--- src/rtl/adc_mon_pkg.sv ---
// adc_mon_pkg: shared state type and width helpers for the ADC sine monitor.
package adc_mon_pkg;
  typedef enum logic [1:0] {IDLE, CAPTURE, DONE} adc_mon_state_t;
  function automatic int mid_code(input int code_w);
    return 1 << (code_w - 1);
  endfunction
  function automatic int sum_w(input int code_w, input int win_log2);
    return code_w + win_log2;
  endfunction
  function automatic int sq_w(input int code_w, input int win_log2);
    return 2 * code_w + win_log2;
  endfunction
endpackage

--- src/rtl/adc_sine_monitor_if.sv ---
// adc_sine_monitor_if: capture control, sample stream and result bus of the ADC sine monitor.
interface adc_sine_monitor_if #(parameter int CODE_W = 9, parameter int WIN_LOG2 = 10);
  logic                         start;
  logic                         code_valid;
  logic [CODE_W-1:0]            code_in;
  logic                         busy;
  logic                         done;
  logic [CODE_W-1:0]            code_min;
  logic [CODE_W-1:0]            code_max;
  logic [CODE_W-1:0]            code_mean;
  logic [WIN_LOG2:0]            rise_cnt;
  logic [WIN_LOG2-1:0]          rise_span;
  logic [2*CODE_W+WIN_LOG2-1:0] sq_sum;
  modport master (
    output start, code_valid, code_in,
    input  busy, done, code_min, code_max, code_mean, rise_cnt, rise_span, sq_sum
  );
  modport slave (
    input  start, code_valid, code_in,
    output busy, done, code_min, code_max, code_mean, rise_cnt, rise_span, sq_sum
  );
endinterface

--- src/rtl/adc_mon_xdet.sv ---
// adc_mon_xdet: hysteresis mid-code crossing detector; rise is a same-cycle pulse on LOW->HIGH.
module adc_mon_xdet import adc_mon_pkg::*; #(
  parameter int CODE_W = 9,
  parameter int HYST   = 4
) (
  input  logic              clock,
  input  logic              reset,
  input  logic [CODE_W-1:0] sample,
  input  logic              valid,
  input  logic              first,
  output logic              rise,
  output logic              pol
);
  localparam int MID = mid_code(CODE_W);
  localparam logic [CODE_W:0] HI = (CODE_W+1)'(MID + HYST);
  localparam logic [CODE_W:0] LO = (CODE_W+1)'(MID - HYST);
  localparam logic [CODE_W:0] MD = (CODE_W+1)'(MID);
  logic [CODE_W:0] s;
  assign s = {1'b0, sample};
  assign rise = valid && !first && !pol && s >= HI;
  // HIGH persists until the code falls to MID-HYST; LOW only leaves via a counted rise
  always_ff @(posedge clock or posedge reset)
    if (reset) pol <= 1'b0;
    else if (valid) pol <= first ? (s >= MD) : (pol ? (s > LO) : rise);
endmodule

--- src/rtl/adc_sine_monitor.sv ---
// adc_sine_monitor: windowed min/max/mean/rising-crossing statistics of ADC codes.
// Define ADC_MON_SQSUM_EN to also accumulate the sum of squared codes into sq_sum.
module adc_sine_monitor import adc_mon_pkg::*; #(
  parameter int CODE_W   = 9,
  parameter int WIN_LOG2 = 10,
  parameter int HYST     = 4
) (
  input logic               clock,
  input logic               reset,
  adc_sine_monitor_if.slave bus
);
  localparam int SUM_W = sum_w(CODE_W, WIN_LOG2);
  localparam int SQ_W  = sq_w(CODE_W, WIN_LOG2);
  adc_mon_state_t      state;
  logic [WIN_LOG2-1:0] idx, first_idx, last_idx, first_idx_n, last_idx_n;
  logic [SUM_W-1:0]    sum, sum_n;
  logic [CODE_W-1:0]   mn, mx, mn_n, mx_n;
  logic [WIN_LOG2:0]   rc, rc_n;
  logic                first, rise, pol_unused, take, last;
  assign take = state == CAPTURE && bus.code_valid;
  assign last = take && &idx;
  adc_mon_xdet #(.CODE_W(CODE_W), .HYST(HYST)) u_xdet (
    .clock(clock), .reset(reset), .sample(bus.code_in), .valid(take), .first(first),
    .rise(rise), .pol(pol_unused)
  );
  // next-value stats let the final sample land in the results on the same edge
  always_comb begin
    sum_n       = sum + SUM_W'(bus.code_in);
    mn_n        = bus.code_in < mn ? bus.code_in : mn;
    mx_n        = bus.code_in > mx ? bus.code_in : mx;
    rc_n        = rc + (WIN_LOG2+1)'(rise);
    first_idx_n = (rise && rc == '0) ? idx : first_idx;
    last_idx_n  = rise ? idx : last_idx;
  end
  always_ff @(posedge clock or posedge reset)
    if (reset) begin
      state         <= IDLE;
      idx           <= '0;
      first_idx     <= '0;
      last_idx      <= '0;
      sum           <= '0;
      mn            <= '0;
      mx            <= '0;
      rc            <= '0;
      first         <= 1'b0;
      bus.busy      <= 1'b0;
      bus.done      <= 1'b0;
      bus.code_min  <= '0;
      bus.code_max  <= '0;
      bus.code_mean <= '0;
      bus.rise_cnt  <= '0;
      bus.rise_span <= '0;
    end else begin
      bus.done <= 1'b0;
      case (state)
        IDLE: if (bus.start) begin
          state    <= CAPTURE;
          bus.busy <= 1'b1;
          sum      <= '0;
          idx      <= '0;
          rc       <= '0;
          mn       <= '1;
          mx       <= '0;
          first    <= 1'b1;
        end
        CAPTURE: if (take) begin
          sum       <= sum_n;
          mn        <= mn_n;
          mx        <= mx_n;
          rc        <= rc_n;
          first_idx <= first_idx_n;
          last_idx  <= last_idx_n;
          first     <= 1'b0;
          idx       <= idx + 1'b1;
          if (last) begin
            state         <= DONE;
            bus.busy      <= 1'b0;
            bus.done      <= 1'b1;
            bus.code_min  <= mn_n;
            bus.code_max  <= mx_n;
            bus.code_mean <= sum_n[SUM_W-1:WIN_LOG2];
            bus.rise_cnt  <= rc_n;
            bus.rise_span <= rc_n >= (WIN_LOG2+1)'(2) ? last_idx_n - first_idx_n : '0;
          end
        end
        default: state <= IDLE;
      endcase
    end
`ifdef ADC_MON_SQSUM_EN
  logic [2*CODE_W-1:0] sq;
  logic [SQ_W-1:0]     sq_acc, sq_n;
  assign sq   = bus.code_in * bus.code_in;
  assign sq_n = sq_acc + SQ_W'(sq);
  always_ff @(posedge clock or posedge reset)
    if (reset) begin
      sq_acc     <= '0;
      bus.sq_sum <= '0;
    end else if (state == IDLE && bus.start) sq_acc <= '0;
    else if (take) begin
      sq_acc <= sq_n;
      if (last) bus.sq_sum <= sq_n;
    end
`else
  assign bus.sq_sum = '0;
`endif
endmodule

--- src/flat_wrapper.sv ---
// flat-port wrapper written by rule: the top's interface ports become plain ports
module adc_sine_monitor_flat import adc_mon_pkg::*;
#(
  parameter int CODE_W   = 9,
  parameter int WIN_LOG2 = 10,
  parameter int HYST     = 4
)
  (clock, reset, bus_start, bus_code_valid, bus_code_in, bus_busy, bus_done, bus_code_min, bus_code_max, bus_code_mean, bus_rise_cnt, bus_rise_span, bus_sq_sum);
  adc_sine_monitor_if #(.CODE_W(CODE_W), .WIN_LOG2(WIN_LOG2)) bus_i ();
  input logic clock;
  input logic reset;
  input wire logic [$bits(bus_i.start)-1:0] bus_start;
  input wire logic [$bits(bus_i.code_valid)-1:0] bus_code_valid;
  input wire logic [$bits(bus_i.code_in)-1:0] bus_code_in;
  output wire logic [$bits(bus_i.busy)-1:0] bus_busy;
  output wire logic [$bits(bus_i.done)-1:0] bus_done;
  output wire logic [$bits(bus_i.code_min)-1:0] bus_code_min;
  output wire logic [$bits(bus_i.code_max)-1:0] bus_code_max;
  output wire logic [$bits(bus_i.code_mean)-1:0] bus_code_mean;
  output wire logic [$bits(bus_i.rise_cnt)-1:0] bus_rise_cnt;
  output wire logic [$bits(bus_i.rise_span)-1:0] bus_rise_span;
  output wire logic [$bits(bus_i.sq_sum)-1:0] bus_sq_sum;
  assign bus_i.start = bus_start;
  assign bus_i.code_valid = bus_code_valid;
  assign bus_i.code_in = bus_code_in;
  assign bus_busy = bus_i.busy;
  assign bus_done = bus_i.done;
  assign bus_code_min = bus_i.code_min;
  assign bus_code_max = bus_i.code_max;
  assign bus_code_mean = bus_i.code_mean;
  assign bus_rise_cnt = bus_i.rise_cnt;
  assign bus_rise_span = bus_i.rise_span;
  assign bus_sq_sum = bus_i.sq_sum;
  adc_sine_monitor #(.CODE_W(CODE_W), .WIN_LOG2(WIN_LOG2), .HYST(HYST)) u_core (.clock(clock), .reset(reset), .bus(bus_i));
endmodule
--- config.mk ---
export PLATFORM = sky130hd
export DESIGN_NAME = adc_sine_monitor_flat
export DESIGN_NICKNAME = d
export VERILOG_FILES = /design/src/rtl/adc_mon_pkg.sv /design/src/rtl/adc_sine_monitor_if.sv /design/src/rtl/adc_mon_xdet.sv /design/src/rtl/adc_sine_monitor.sv /design/src/flat_wrapper.sv
export SDC_FILE = /design/constraint.sdc
export NUM_CORES = 1
export LEC_CHECK = 0
export CORE_ASPECT_RATIO = 0.75
export CORE_MARGIN = 8
export CORE_UTILIZATION = 51
export DETAILED_ROUTE_END_ITERATION = 8
export PLACE_DENSITY = 0.77
export SYNTH_ARGS = -nofsm -noshare
export SYNTH_HDL_FRONTEND = slang
export SYNTH_HIERARCHICAL = 1
export SYNTH_SLANG_ARGS = --single-unit
--- constraint.sdc ---
create_clock -name clock -period 4.5 [get_ports clock]
set_clock_uncertainty 0.15 [all_clocks]
set_input_delay 0.45 -clock clock [delete_from_list [all_inputs] [get_ports clock]]
set_output_delay 0.45 -clock clock [all_outputs]
set_load 0.005 [all_outputs]
# [Word-level counts from Yosys, hierarchy flattened]
# Cells that the tools add are included.
[totals] ram_bits=0 romBits=0 reg_bits=132 elab_cells=83 output_inout_bits=78 latch_bits=0 input_bits=13 memories=0
[classes] mux=35 multipliers=0 reduce_logical=17 addsub=4 div_mod_pow=0 n_shift=0 bitwise_logic=0 n_lt_le_gt_ge=6 eq_ne=4
[op_table] op="$mux 9" n=6
[op_table] op="$mux 10" n=5
[op_table] op="$mux 19" n=2
[op_table] op="$pmux 19 s2" n=1
[op_table] op="$pmux 9 s2" n=2
[op_table] op="$mux 11" n=2
[op_table] op="$pmux 11 s2" n=1
[op_table] op="$pmux 10 s2" n=1
[op_table] op="$add 19x9->19" n=1
[op_table] op="$ge 9x9->1 const B" n=2
[op_table] op="$add 11x1->11" n=1
[op_table] op="$ge 11x2->1 const B" n=1
[op_table] op="$logic_not 11->1" n=1
[op_table] op="$add 10x1->10 const B" n=1
[op_table] op="$reduce_and 10->1" n=1
[op_table] op="$sub 10x10->10" n=1
[op_table] op="$gt 9x8->1 const B" n=1
[op_table] op="$gt 9x9->1" n=1
[op_table] op="$lt 9x9->1" n=1
[op_table] op="$mux 1" n=9
[op_table] op="$reduce_and 3->1" n=3
[op_table] op="$logic_and 1x1->1" n=6
[op_table] op="$mux 2" n=3
[op_table] op="$ne 2x1->1 const B" n=2
[op_table] op="other kinds (9)" n=11

# [Longest topological paths before layout]
# Gate-level depths: netlist of the first run.
[logic_depth] ltp_word=9 mapped_depth=17 mapped_depth_nobuf=15

# [Hierarchy]
# The synthesis of the first run kept the hierarchy.
[modules_own_cells] mod="adc_sine_monitor" n_inst=1 seq_area_each_um2=3278.1 area_each_um2=7315.8 cells_per_inst=754
[modules_own_cells] mod="adc_mon_xdet" n_inst=1 seq_area_each_um2=25.0 area_each_um2=115.1 cells_per_inst=13

# [Worst setup path after synthesis of the first run]
# No wires, ideal clock.
[synth_path] path_kind="reg2reg" start="register u_core.state[1]" end="register u_core.bus.rise_span[8]" stages_incl_launch_ff=18 required_time_ns=4.229 path_slack_ns=-0.143 path_buffers=2 arrival_ns=4.372 setup_ns=0.121 path_cell_list="dfrtp_1 nand3b_2 inv_2 buf_1 nand2_1 nor4_1 nor4b_4 nand4_4 buf_1 mux2_2 ha_1 fa_1 a21oi_1 o31a_1 o21ai_2 o31ai_4 xor2_1 a22o_1"
[synth_between] elab_chain_len=9
[synth_lines] element="start, declared" line="adc_sine_monitor.sv:14" text="adc_mon_state_t state;"
[synth_lines] element="start signal, assigned" line="adc_sine_monitor.sv:37" text="state <= IDLE;"
[synth_lines] element="start signal, assigned" line="adc_sine_monitor.sv:57" text="state <= CAPTURE;"
[synth_lines] element="start signal, assigned" line="adc_sine_monitor.sv:76" text="state <= DONE;"
[synth_lines] element="$eq 2x1->1" line="adc_sine_monitor.sv:20" text="assign take = state == CAPTURE && bus.code_valid;"
[synth_lines] element="$logic_and 1x1->1" line="adc_sine_monitor.sv:20"
[synth_lines] element="named net u_core.take" line="adc_sine_monitor.sv:19" text="logic first, rise, pol_unused, take, last;"
[synth_lines] element="$logic_and 1x1->1 (3 in a row)" line="adc_mon_xdet.sv:20" text="assign rise = valid && !first && !pol && s >= HI;"
[synth_lines] element="named net u_core.rise" line="adc_sine_monitor.sv:19"
[synth_lines] element="$logic_and 1x1->1" line="adc_sine_monitor.sv:32" text="first_idx_n = (rise && rc == '0) ? idx : first_idx;"
[synth_lines] element="$mux 10" line="adc_sine_monitor.sv:32"
[synth_lines] element="named net u_core.first_idx_n[0]" line="adc_sine_monitor.sv:15" text="logic [WIN_LOG2-1:0] idx, first_idx, last_idx, first_idx_n, last_idx_n;"
[synth_lines] element="$sub 10x10->10" line="adc_sine_monitor.sv:83" text="bus.rise_span <= rc_n >= (WIN_LOG2+1)'(2) ? last_idx_n - first_idx_n : '0;"
[synth_lines] element="$mux 10" line="adc_sine_monitor.sv:83"
[synth_lines] element="end signal, assigned" line="adc_sine_monitor.sv:83"
[synth_lines] element="end, declared" line="adc_sine_monitor_if.sv:20" text="output busy, done, code_min, code_max, code_mean, rise_cnt, rise_span, sq_sum"
# The timed path passes the listed nets, and every way through them passes these cells.
# A chain may end at the register's enable or synchronous reset.

# [Final worst setup path of the first run]
[layout_path] start="input port bus_code_in[3]" end="register u_core.bus.rise_span[8]"
[layout_between] elab_chain_len=6
[layout_lines] element="start, declared" line="flat_wrapper.sv:14" text="input wire logic [$bits(bus_i.code_in)-1:0] bus_code_in;"
[layout_lines] element="$ge 9x9->1" line="adc_mon_xdet.sv:20"
[layout_lines] element="$logic_and 1x1->1" line="adc_mon_xdet.sv:20"
[layout_lines] element="named net u_core.rise" line="adc_sine_monitor.sv:19"
[layout_lines] element="$logic_and 1x1->1" line="adc_sine_monitor.sv:32"
[layout_lines] element="$mux 10" line="adc_sine_monitor.sv:32"
[layout_lines] element="named net u_core.first_idx_n[0]" line="adc_sine_monitor.sv:15"
[layout_lines] element="$sub 10x10->10" line="adc_sine_monitor.sv:83"
[layout_lines] element="$mux 10" line="adc_sine_monitor.sv:83"
# The timed path passes the listed nets, and every way through them passes these cells.

==> metrics.txt, run 1 <==
# TYPE chip_impl_metric gauge
chip_impl_info{name="outcome",value="finished clean"} 1
chip_impl_metric{name="layoutNonFillerInstCount",unit=""} 1043
chip_impl_metric{name="initial_cell_density_of_the_core",unit=""} 0.518
chip_impl_metric{name="finalHoldViolations",unit=""} 0
chip_impl_metric{name="synth-compound-area-share",unit=""} 0.161
chip_impl_metric{name="power_frac_clock",unit=""} 0.287
chip_impl_metric{name="grt_pass1_wl",unit="µm"} 28900
chip_impl_info{name="worstPathCellList",value="clkdlybuf4s50_1, or4_4, nor3_2, nor4_4, nor4b_4, nand4_4, mux2_2, ha_1, fa_1, a21oi_1, o31a_1, o21ai_2, o31ai_4, xor2_1, a22o_1"} 1
chip_impl_metric{name="ys_seq_area_frac",unit=""} 0.445
chip_impl_metric{name="area_share_of_and_or_nand_nor_cells_after_synthesis",unit=""} 0.149
chip_impl_metric{name="power.net_switching",unit="mW"} 1.56
chip_impl_metric{name="placement_row_count",unit=""} 38
chip_impl_metric{name="drc",unit=""} 0
chip_impl_metric{name="grt_pass1_vias",unit=""} 5618
chip_impl_metric{name="die_width",unit="µm"} 155
chip_impl_metric{name="dpl.cell_count",unit=""} 1011
chip_impl_metric{name="synth_area_in_adders",unit=""} 0.0660
chip_impl_metric{name="worst_slew_margin_rel",unit=""} 0.432
chip_impl_metric{name="layout-drive-gt1-share",unit=""} 0.108
chip_impl_metric{name="max_slew.worst_pin.slew",unit="ns"} 0.846
chip_impl_info{name="cts_root_buf",value="clkbuf_16"} 1
chip_impl_metric{name="postLayoutCoreUtil",unit=""} 0.610
chip_impl_metric{name="grt_start_max_net_pins",unit=""} 84
chip_impl_metric{name="grt_antenna_before_repair",unit=""} 0
chip_impl_metric{name="p_sw_frac",unit=""} 0.353
chip_impl_info{name="critical_path_class",value="input port to register"} 1
chip_impl_metric{name="antenna_cells_inserted",unit=""} 0
chip_impl_info{name="synth_ff_type",value="dfrtp_1"} 1
chip_impl_metric{name="cts_sinks",unit=""} 132
chip_impl_metric{name="maxCapViolations",unit=""} 0
chip_impl_metric{name="placement.setup.worst_slack",unit="ns"} 0.233
chip_impl_metric{name="syn_area",unit="mm²"} 0.00743
chip_impl_metric{name="setup_total_negative_slack",unit="ns"} 0
chip_impl_metric{name="cts_max_path_buffers",unit=""} 2
chip_impl_metric{name="timing.final.ws_setup",unit="ns"} 0.592
chip_impl_metric{name="post_drt_wl_per_cell",unit="µm"} 16.4
chip_impl_metric{name="synth_seq_cells",unit=""} 132
chip_impl_metric{name="synth.lib_cells_used.distinct",unit=""} 64
chip_impl_metric{name="remaining_global_route_overflow",unit=""} 0
chip_impl_metric{name="path_clk_slew",unit="ns"} 0.06
chip_impl_info{name="critical_path.endpoint_type",value="register"} 1
chip_impl_metric{name="ctsHoldBuffers",unit=""} 0
chip_impl_metric{name="num_vias",unit=""} 5772
chip_impl_info{name="main_combinational_cell_family_by_area_after_synthesis",value="compound AO/OA/AOI/OAI gates"} 1
chip_impl_info{name="critical_path_start_type",value="input port"} 1
chip_impl_metric{name="via_per_inst",unit=""} 5.53
chip_impl_metric{name="cts.htree.levels",unit=""} 4
chip_impl_metric{name="synthesis.area_per_instance",unit="µm²"} 9.69
chip_impl_metric{name="muxShareOfSynthArea",unit=""} 0.0584
chip_impl_metric{name="synth_warnings",unit=""} 6
chip_impl_metric{name="cts_post_setup_buffers_inserted",unit=""} 0
chip_impl_metric{name="design.portCount",unit=""} 91
chip_impl_metric{name="synthArstFlopShare",unit=""} 1.00
chip_impl_metric{name="drt_wl_total",unit="µm"} 17100
chip_impl_metric{name="drt_pass1_iterations",unit=""} 5
chip_impl_metric{name="ant_nets",unit=""} 0
chip_impl_metric{name="edff_count_synth",unit=""} 0
chip_impl_metric{name="comb_power_share",unit=""} 0.357
chip_impl_info{name="cp_slowest_cell",value="or4_4"} 1
chip_impl_info{name="cts_tree",value="built"} 1
chip_impl_metric{name="track_usage",unit=""} 0.189
chip_impl_metric{name="internal_power",unit="mW"} 2.85
chip_impl_metric{name="max_freq",unit="MHz"} 256
chip_impl_metric{name="worst_case_vdd_ir_drop",unit="V"} 0.000260
chip_impl_metric{name="worstPathArrival",unit="ns"} 4.05
chip_impl_metric{name="floorplan.die_area",unit="mm²"} 0.0187
chip_impl_metric{name="power.share.sequential",unit=""} 0.356
chip_impl_metric{name="crit_required",unit="ns"} 4.65
chip_impl_metric{name="globalplace.congestion",unit=""} 0.837
chip_impl_metric{name="timing.final.crit_period",unit="ns"} 3.91
chip_impl_metric{name="post-dp-hpwl",unit="µm"} 11800
chip_impl_metric{name="die-height",unit="µm"} 121
chip_impl_metric{name="p_leak",unit="nW"} 4.02
chip_impl_metric{name="pwr_density_cell",unit="mW/mm²"} 503
chip_impl_info{name="hold_class",value="input port to asynchronous set/reset pin"} 1
chip_impl_metric{name="report.final.setup_viol",unit=""} 0
chip_impl_metric{name="placement.io_buffers",unit=""} 62
chip_impl_metric{name="slew_viol_final",unit=""} 0
chip_impl_metric{name="cts.repair.resized",unit=""} 0
chip_impl_metric{name="floorplan.core_area",unit="mm²"} 0.0144
chip_impl_metric{name="crit_path_max_fanout",unit=""} 5
chip_impl_metric{name="nets",unit=""} 881
chip_impl_metric{name="synthesis.instances",unit=""} 767
chip_impl_metric{name="drt-initial-drc-count",unit=""} 365
chip_impl_metric{name="worst_path_largest_cell_delay",unit="ns"} 0.57
chip_impl_metric{name="fin_hold_ws",unit="ns"} 0.106
chip_impl_metric{name="number_of_buffers_added_by_the_clock_tree_synthesis_step",unit=""} 17
chip_impl_metric{name="synth_xor_area_frac",unit=""} 0.0519
chip_impl_metric{name="post-route-period-util",unit=""} 0.868
chip_impl_metric{name="area_delta_synth_final",unit="%"} 18.0
chip_impl_info{name="grt_setup_unrepaired",value="false"} 1
chip_impl_metric{name="clock_insertion_delay_worst_skew",unit="ns"} 0.41
routing by layer:
| metal | track usage | share of wire |
|---|---|---|
| met5 | 0 | 0 |
| met4 | 0.0550 | 0.012 |
| met3 | 0.0396 | 0.066 |
| met2 | 0.299 | 0.46 |
| met1 | 0.259 | 0.46 |
state kept, by name, indices dropped and copies added (netlist names), 9 cells and up:
name	flops
u_core/first_idx	10
u_core/bus.code_mean	9
u_core/bus.code_max	9
u_core/mx	9
u_core/idx	10
u_core/bus.code_min	9
u_core/rc	11
u_core/last_idx	10
u_core/bus.rise_cnt	11
u_core/bus.rise_span	10
u_core/sum	19
u_core/mn	9
worst paths after layout:
path                                                startpoint                                   to  slack (ns)  cells after the start
min in group clock         u_core/bus.code_mean[8]$_DFFE_PP0P_  u_core/bus.code_mean[8]$_DFFE_PP0P_        0.32                      2
max in group asynchronous                                reset             u_core/rc[9]$_DFFE_PP0P_        2.98                      3
hold reg to reg            u_core/bus.code_mean[8]$_DFFE_PP0P_  u_core/bus.code_mean[8]$_DFFE_PP0P_        0.32                      2
setup / recovery                                bus_code_in[3]  u_core/bus.rise_span[8]$_DFFE_PP0P_        0.59                     15
hold / removal                                           reset        u_core/u_xdet/pol$_DFFE_PP0P_        0.11                      2
setup reg to reg                   u_core/state[1]$_DFFE_PP0P_  u_core/bus.rise_span[9]$_DFFE_PP0P_        0.80                     16
critical path: cells and delay by family:
kind / cells / cell delay, ns
simple gates: 5 / 1.18
compound gates: 5 / 0.90
fa+ha+maj: 2 / 0.63
buf+inv: 1 / 0.44
mux: 1 / 0.36
xor+xnor: 1 / 0.09
cell type report:
type,instances,area (µm²)
flip-flops and latches,132,3300
multi-input cells,560,3740
clock inverters,14,114
fillers,1206,5590
inverters,37,141
repair buffers,82,783
clock buffers,18,429
well taps,200,250
cell usage after synthesis (5+ instances only):
cell type,instances,share of area
o21ai_0,70,0.047
a22o_1,13,0.015
a21oi_1,31,0.021
nor3_1,6,0.0040
buf_2,7,0.0047
buf_4,30,0.030
inv_1,35,0.018
dfrtp_1,132,0.44
xor2_1,22,0.026
a32o_1,8,0.011
nand3_1,16,0.011
mux2i_1,31,0.042
xnor2_1,22,0.026
buf_1,7,0.0035
a21o_1,10,0.010
clkbuf_1,20,0.010
nand2_1,100,0.051
and2_1,5,0.0042
nand2b_1,6,0.0051
ha_1,36,0.061
mux2_2,11,0.017
and3_1,5,0.0042
nand4_1,13,0.011
o311ai_0,5,0.0059
a31oi_1,5,0.0042
o21a_1,6,0.0061
o31ai_1,12,0.012
nor2_1,51,0.026
through the flow:
step	cell area, µm²	total power, mW
after floorplan	7540	2.81
after global placement	8220	3.08
after detailed placement	8220	3.13
after CTS	8770	4.43
after global routing	8770	4.70
final	8770	4.41
placed cells by master (no fill, tap or decap), types with 8 or more instances in the layout:
cell type,n
a21o_1,10
a21oi_1,31
a22o_1,13
a32o_1,8
buf_4,19
clkbuf_16,17
clkdlybuf4s50_1,62
conb_1,28
dfrtp_1,132
ha_1,36
inv_1,34
mux2_2,11
mux2i_1,31
nand2_1,100
nand3_1,15
nand4_1,13
nor2_1,50
o21ai_0,70
o31ai_1,12
xnor2_1,22
xor2_1,22
power groups by stage:
stage / Clock, mW / Sequential [mW] / Combinational (mW)
floorplan: 0 / 1.53 / 1.28
global placement: 0 / 1.57 / 1.51
detailed placement: 0 / 1.58 / 1.55
CTS: 1.29 / 1.57 / 1.57
global route: 1.34 / 1.60 / 1.76
finish: 1.27 / 1.57 / 1.58
kinds of logic (layout without fill, tap and decap cells):
logic type / count (synthesis) / after routing
and+or+nand+nor: 228 / 228
AOI/OAI and AO/OA: 180 / 180
DFF: 132 / 132
buffers and inverters: 102 / 151
xor gates and xnor gates: 44 / 44
muxes: 42 / 42
adders and majority gates: 38 / 38
other: 1 / 28
Power figures use the tool's default switching activity.
==> run 2, diff against run 1 <==
CTS_CLUSTER_SIZE = 30   (was default)
==> results of run 2 <==
Final layout, timing and power as in run 1 (identical DEF).
==> run 3, diff against run 2 <==
HOLD_SLACK_MARGIN = 0.1   (was default)
==> results of run 3 <==
Final layout, timing and power as in run 1 (identical DEF).
